[src/rtl/demux2_stream.sv]
`default_nettype none
// ============================================================================
// Module   : demux2_stream
// Purpose  : Registered 1-to-2 stream demultiplexer. Each input word is
//            steered to lane 0 or lane 1 by in_sel. Every lane has its own
//            1-entry valid/ready output buffer, so a stalled lane never blocks
//            the other. Each lane also counts the words it has delivered.
// Ports    : clk                  rising-edge clock
//            reset                synchronous, active-high reset
//            in_valid/in_ready    input handshake
//            in_data [W]          input word
//            in_sel               destination lane (0 = lane 0, 1 = lane 1)
//            outK_valid/outK_ready  lane K output handshake (K = 0, 1)
//            outK_data [W]        lane K word
//            cntK [CNT_W]         lane K delivered-word counter (wraps)
// Revision : 1.0 - initial release
// ============================================================================
module demux2_stream #(
  parameter int W     = 2,
  parameter int CNT_W = 8
) (
  input  logic             clk,
  input  logic             reset,
  input  logic             in_valid,
  output logic             in_ready,
  input  logic [W-1:0]     in_data,
  input  logic             in_sel,
  output logic             out0_valid,
  input  logic             out0_ready,
  output logic [W-1:0]     out0_data,
  output logic             out1_valid,
  input  logic             out1_ready,
  output logic [W-1:0]     out1_data,
  output logic [CNT_W-1:0] cnt0,
  output logic [CNT_W-1:0] cnt1
);

  localparam int N_LANES = 2;

  // Per-lane state; index 0 is lane 0, index 1 is lane 1.
  logic [N_LANES-1:0]            valid_q, valid_d;
  logic [N_LANES-1:0][W-1:0]     data_q,  data_d;
  logic [N_LANES-1:0][CNT_W-1:0] cnt_q,   cnt_d;

  logic [N_LANES-1:0] lane_ready;
  logic [N_LANES-1:0] lane_accept;
  logic [N_LANES-1:0] lane_hs;
  logic               accept;

  assign lane_ready = {out1_ready, out0_ready};

  // Only the addressed lane gates the input: a full, stalled lane blocks only
  // the words that are headed for it. A full lane that is being drained this
  // cycle can take a new word at the same edge.
  assign in_ready    = ~reset & (~valid_q[in_sel] | lane_ready[in_sel]);
  assign accept      = in_valid & in_ready;
  assign lane_accept = {accept & in_sel, accept & ~in_sel};
  assign lane_hs     = valid_q & lane_ready;

  always_comb begin
    valid_d = valid_q;
    data_d  = data_q;
    cnt_d   = cnt_q;
    for (int k = 0; k < N_LANES; k++) begin
      // An accept wins over a drain: the new word replaces the one leaving.
      if (lane_accept[k]) begin
        valid_d[k] = 1'b1;
        data_d[k]  = in_data;
      end else if (lane_hs[k]) begin
        valid_d[k] = 1'b0;
      end
      if (lane_hs[k]) begin
        cnt_d[k] = cnt_q[k] + CNT_W'(1);
      end
    end
  end

  always_ff @(posedge clk) begin
    if (reset) begin
      valid_q <= '0;
      data_q  <= '0;
      cnt_q   <= '0;
    end else begin
      valid_q <= valid_d;
      data_q  <= data_d;
      cnt_q   <= cnt_d;
    end
  end

  assign out0_valid = valid_q[0];
  assign out0_data  = data_q[0];
  assign cnt0       = cnt_q[0];
  assign out1_valid = valid_q[1];
  assign out1_data  = data_q[1];
  assign cnt1       = cnt_q[1];

endmodule
`default_nettype wire

[config.mk]
export PLATFORM = sky130hd
export DESIGN_NAME = demux2_stream
export DESIGN_NICKNAME = d
export VERILOG_FILES = /design/src/rtl/demux2_stream.sv
export SDC_FILE = /design/constraint.sdc
export NUM_CORES = 1
export LEC_CHECK = 0
export CORE_ASPECT_RATIO = 1.25
export CORE_MARGIN = 2
export CORE_UTILIZATION = 40
export DETAILED_ROUTE_END_ITERATION = 16
export GPL_TIMING_DRIVEN = 1
export PLACE_DENSITY = 0.73
export SLEW_MARGIN = 10
export SYNTH_ARGS = -nofsm -noshare
export SYNTH_HDL_FRONTEND = slang
export SYNTH_SLANG_ARGS = --single-unit
[constraint.sdc]
create_clock -name clk -period 1.4 [get_ports clk]
set_clock_uncertainty 0.05 [all_clocks]
set_input_delay 0.28 -clock clk [delete_from_list [all_inputs] [get_ports clk]]
set_output_delay 0.28 -clock clk [all_outputs]
set_load 0.03 [all_outputs]
==> summary.md <==
| Metric | Value |
|---|---|
| Count of buffers from port buffering | 30 |
| Largest net degree at the start of global routing | 14 |
| Vias in the first global route | 1018 |
| Non-filler cells, final | 200 |
| Cell area after synthesis | just under 1000 um2 |
| Core area | between 2000 and 2500 um2 |
| Syn_nets | ~120 |
| Hold path cells | 3 |
| Final HPWL from detailed placement | around 1900 um |
| Routed wire length | roughly 2400 um |
| Post-Syn Instances | about 110 |
| Number of vias per cell | a little over 5 |
| Max_cap viols | 0 |
| Ys async rst share | 0 |
| Critical Path AT | ~1.3 ns |
| Drt pass-1 iters | 4 |
| WP data required | between 1 and 1.5 ns |
| Tmin final | roughly 1.6 ns |
| Post-synth EDFFs | 0 |
| Ports | 31 |
| Yosys reg bits | 22 |
| Worst reg2reg path depth | 4 |
| First-pass GRT wire length | roughly 4000 um |
| Ys Warns | 0 |
| Fmax | 0.6306 GHz |
| TritonCTS clock tree | yes |
| Peak VDD IR | 0.4820 mV |
| Top cell type's share of synthesized area | 0.4496 |
| Final hold vios | 0 |
| Die Y | between 50 and 60 um |
| H-tree levels | 1 |
| Final setup vio count | 1 |
| Leak | roughly 0.00060 uW |
| R2r setup slk | 0.04 ns |
| Worst flop-to-flop path endpoint | cnt1[6] |
| Ys flop type | dfxtp_1 |
| Most numerous cell in the Yosys netlist | dfxtp_1 |
| Mean post-synth cell area | between 8 and 9 um2 |
| Slew @ Worst Pin | about 0.30 ns |
| TritonCTS buffer count | 3 |
| Hold Path Class | in -> reg |
| Post-synth top cells | dfxtp_1, a21oi_1, nand3_1, o21ai_0, nand2_1 |
| Worst-path clk slew | 0.13 ns |
| CTS sink count | 22 |
| Synth area leaders | dfxtp_1, a21oi_1, nand3_1, o21ai_0, xor2_1 |
| All-Layer GR Usage | 0.1901 |
| Slew HR | 0.8004 |
| Crit path largest cell delay | 0.36 ns |
| Hold Crit Start | in_sel |
| Post-synthesis sequential area ratio | 0.4496 |
| Post-synth top area cell | dfxtp_1 |
| Hold buffer count at cts | 0 |
| CP Class | reg -> out |
| Grt ovf | 0 |
| Final Max Slew Viols | 0 |
| Ratio of cells with drive above 1 in the final layout | 0.4072 |
| Die Wd | ~48 um |
| Number of cell rows | 20 |
| Crit end category | output pin |
| Layout area overhead | 54.02% |
| Clk buf depth | 2 |
| Crit start category | flop |
| Worst setup margin | -0.1858 ns |
| Unrepaired setup endpoints after global routing | true |
| Crit-path cells | and2b_2 -> a211oi_4 -> buf_6 |
| DRC Markers | 0 |
| Clk_lat worst skew | 0.30 ns |
| Outcome | finished, violations left |
| Final antenna-violating net count | 0 |
| R2r startpoint | cnt1[1] |
| Final total power | 1114 uW |
| Iter 0 DRT Violations | 20 |
| Hold endpoint | valid_q[0] |
| Initial antenna violation count | 0 |
| Synth cell types | 25 |
| WL/cell | ~12 um |
| Hold Slack | between 0.2 and 0.3 ns |
| Nets | 178 |
| Routability cong. | 0.7627 |
| Vias | 1035 |
| Failing checks | negative setup slack |
| Layout Utilization | 0.6347 |
| Cell total after placement | about 190 |
| Crit share post-route | 1.133 |
| N_diodes | 0 |
| Root buf cell | clkbuf_4 |
| PwrDens | approximately 740 nW/um2 |
| Critical Path Fanout Max | 3 |
| Die footprint | about 2900 um2 |
| Starting Density | 0.4121 |
| Max stage delay cell, worst path | dfxtp_4 |
==> worst max path at each step <==
stage / startpoint / end / slack, ns / depth (start not counted)
3_5_place_dp: out1_ready / in_ready / -0.45 / 4
3_3_place_gp: out1_ready / in_ready / -0.43 / 4
4_1_cts: valid_q[1] / in_ready / -0.23 / 3
5_1_grt: valid_q[1] / in_ready / -0.23 / 3
6_report: valid_q[1] / in_ready / -0.19 / 3
2_1_floorplan: cnt0[4] / cnt0[5] / 0.009 / 3
==> state kept, by name, summed over array words and instances, names as in the netlist <==
signal	flops
cnt0	8
cnt1	8
out0_data	2
out1_data	2
valid_q	2
==> worst max-delay path, delay by kind of cell (launching register included) <==
family,cells,cell delay [ns]
flops,1,0.36
buf+inv,1,0.16
compound gates,1,0.21
simple gates,1,0.22
==> cell usage in the layout, fill, tap and decap left out, drive strengths merged <==
| master | netlist | final |
|---|---|---|
| and2b | 1 | 1 |
| nand2 | 8 | 8 |
| dlymetal6s2s | 0 | 1 |
| nor2b | 2 | 2 |
| nand2b | 2 | 2 |
| xor2 | 4 | 4 |
| buf | 1 | 26 |
| nor3b | 1 | 1 |
| nand3b | 1 | 1 |
| nor2 | 7 | 7 |
| nand4 | 3 | 3 |
| clkdlybuf4s15 | 0 | 6 |
| inv | 2 | 2 |
| or4 | 4 | 4 |
| a21oi | 17 | 17 |
| or3b | 1 | 1 |
| ha | 2 | 2 |
| nand3 | 13 | 13 |
| dfxtp | 22 | 22 |
| mux2 | 1 | 1 |
| and3b | 1 | 1 |
| clkdlybuf4s50 | 0 | 4 |
| or3 | 5 | 5 |
| o31ai | 4 | 4 |
| a211oi | 1 | 1 |
| dlygate4sd2 | 0 | 2 |
| clkbuf | 2 | 17 |
| o21ai | 9 | 9 |
==> routing by layer <==
layer	wire length, um	global-route usage	vias up
met5	0	0	-
met1	976	0.2151	490
met4	21	0.07336	0
met2	1359	0.3365	18
li1	-	-	525
met3	90	0.03049	2
==> through the flow <==
stage                     cell area (um2)  TNS [ns]  setup WS [ns]
after CTS                            1520   -0.2283        -0.2283
after global routing                 1509   -0.2689        -0.2305
after detailed placement             1465    -4.478        -0.4456
after floorplan                      1010         0       0.008645
after global placement               1465    -4.063        -0.4288
final                                1509   -0.1858        -0.1858
==> cell families (layout without fill, tap and decap cells) <==
logic type / after synthesis / count (layout) / share of synthesized area
simple gates: 49 / 49 / 0.2874
compound gates: 31 / 31 / 0.1711
flops: 22 / 22 / 0.4496
buf+inv: 5 / 58 / 0.01916
xor+xnor: 4 / 4 / 0.03576
fa+ha+maj: 2 / 2 / 0.02554
mux: 1 / 1 / 0.01149
==> repair_timing <==
item                       CTS  global route
setup endpoints to repair   23            19
pin swaps                    0             4
buffers inserted             1             3
gates resized for setup     44            25
gates cloned                 0             0
==> power by group <==
part | internal (uW) | switching (uW) | leakage [uW]
Combinational | 60.1 | 68.6 | 0.000400
Clock | 159 | 192 | 0.0000210
Sequential | 630 | 5.51 | 0.000184
Total | 848 | 266 | 0.000604
==> area by class of cell <==
| cell class | count | area, um2 |
|---|---|---|
| timing repair buffer | 52 | 407.9 |
| fill | 223 | 868.3 |
| multi-input combinational | 87 | 555.5 |
| clock buffer | 4 | 36.28 |
| tap | 33 | 41.29 |
| sequential | 22 | 460.4 |
| inverter | 2 | 7.507 |
No activity file was read; power rests on OpenSTA's default activity.
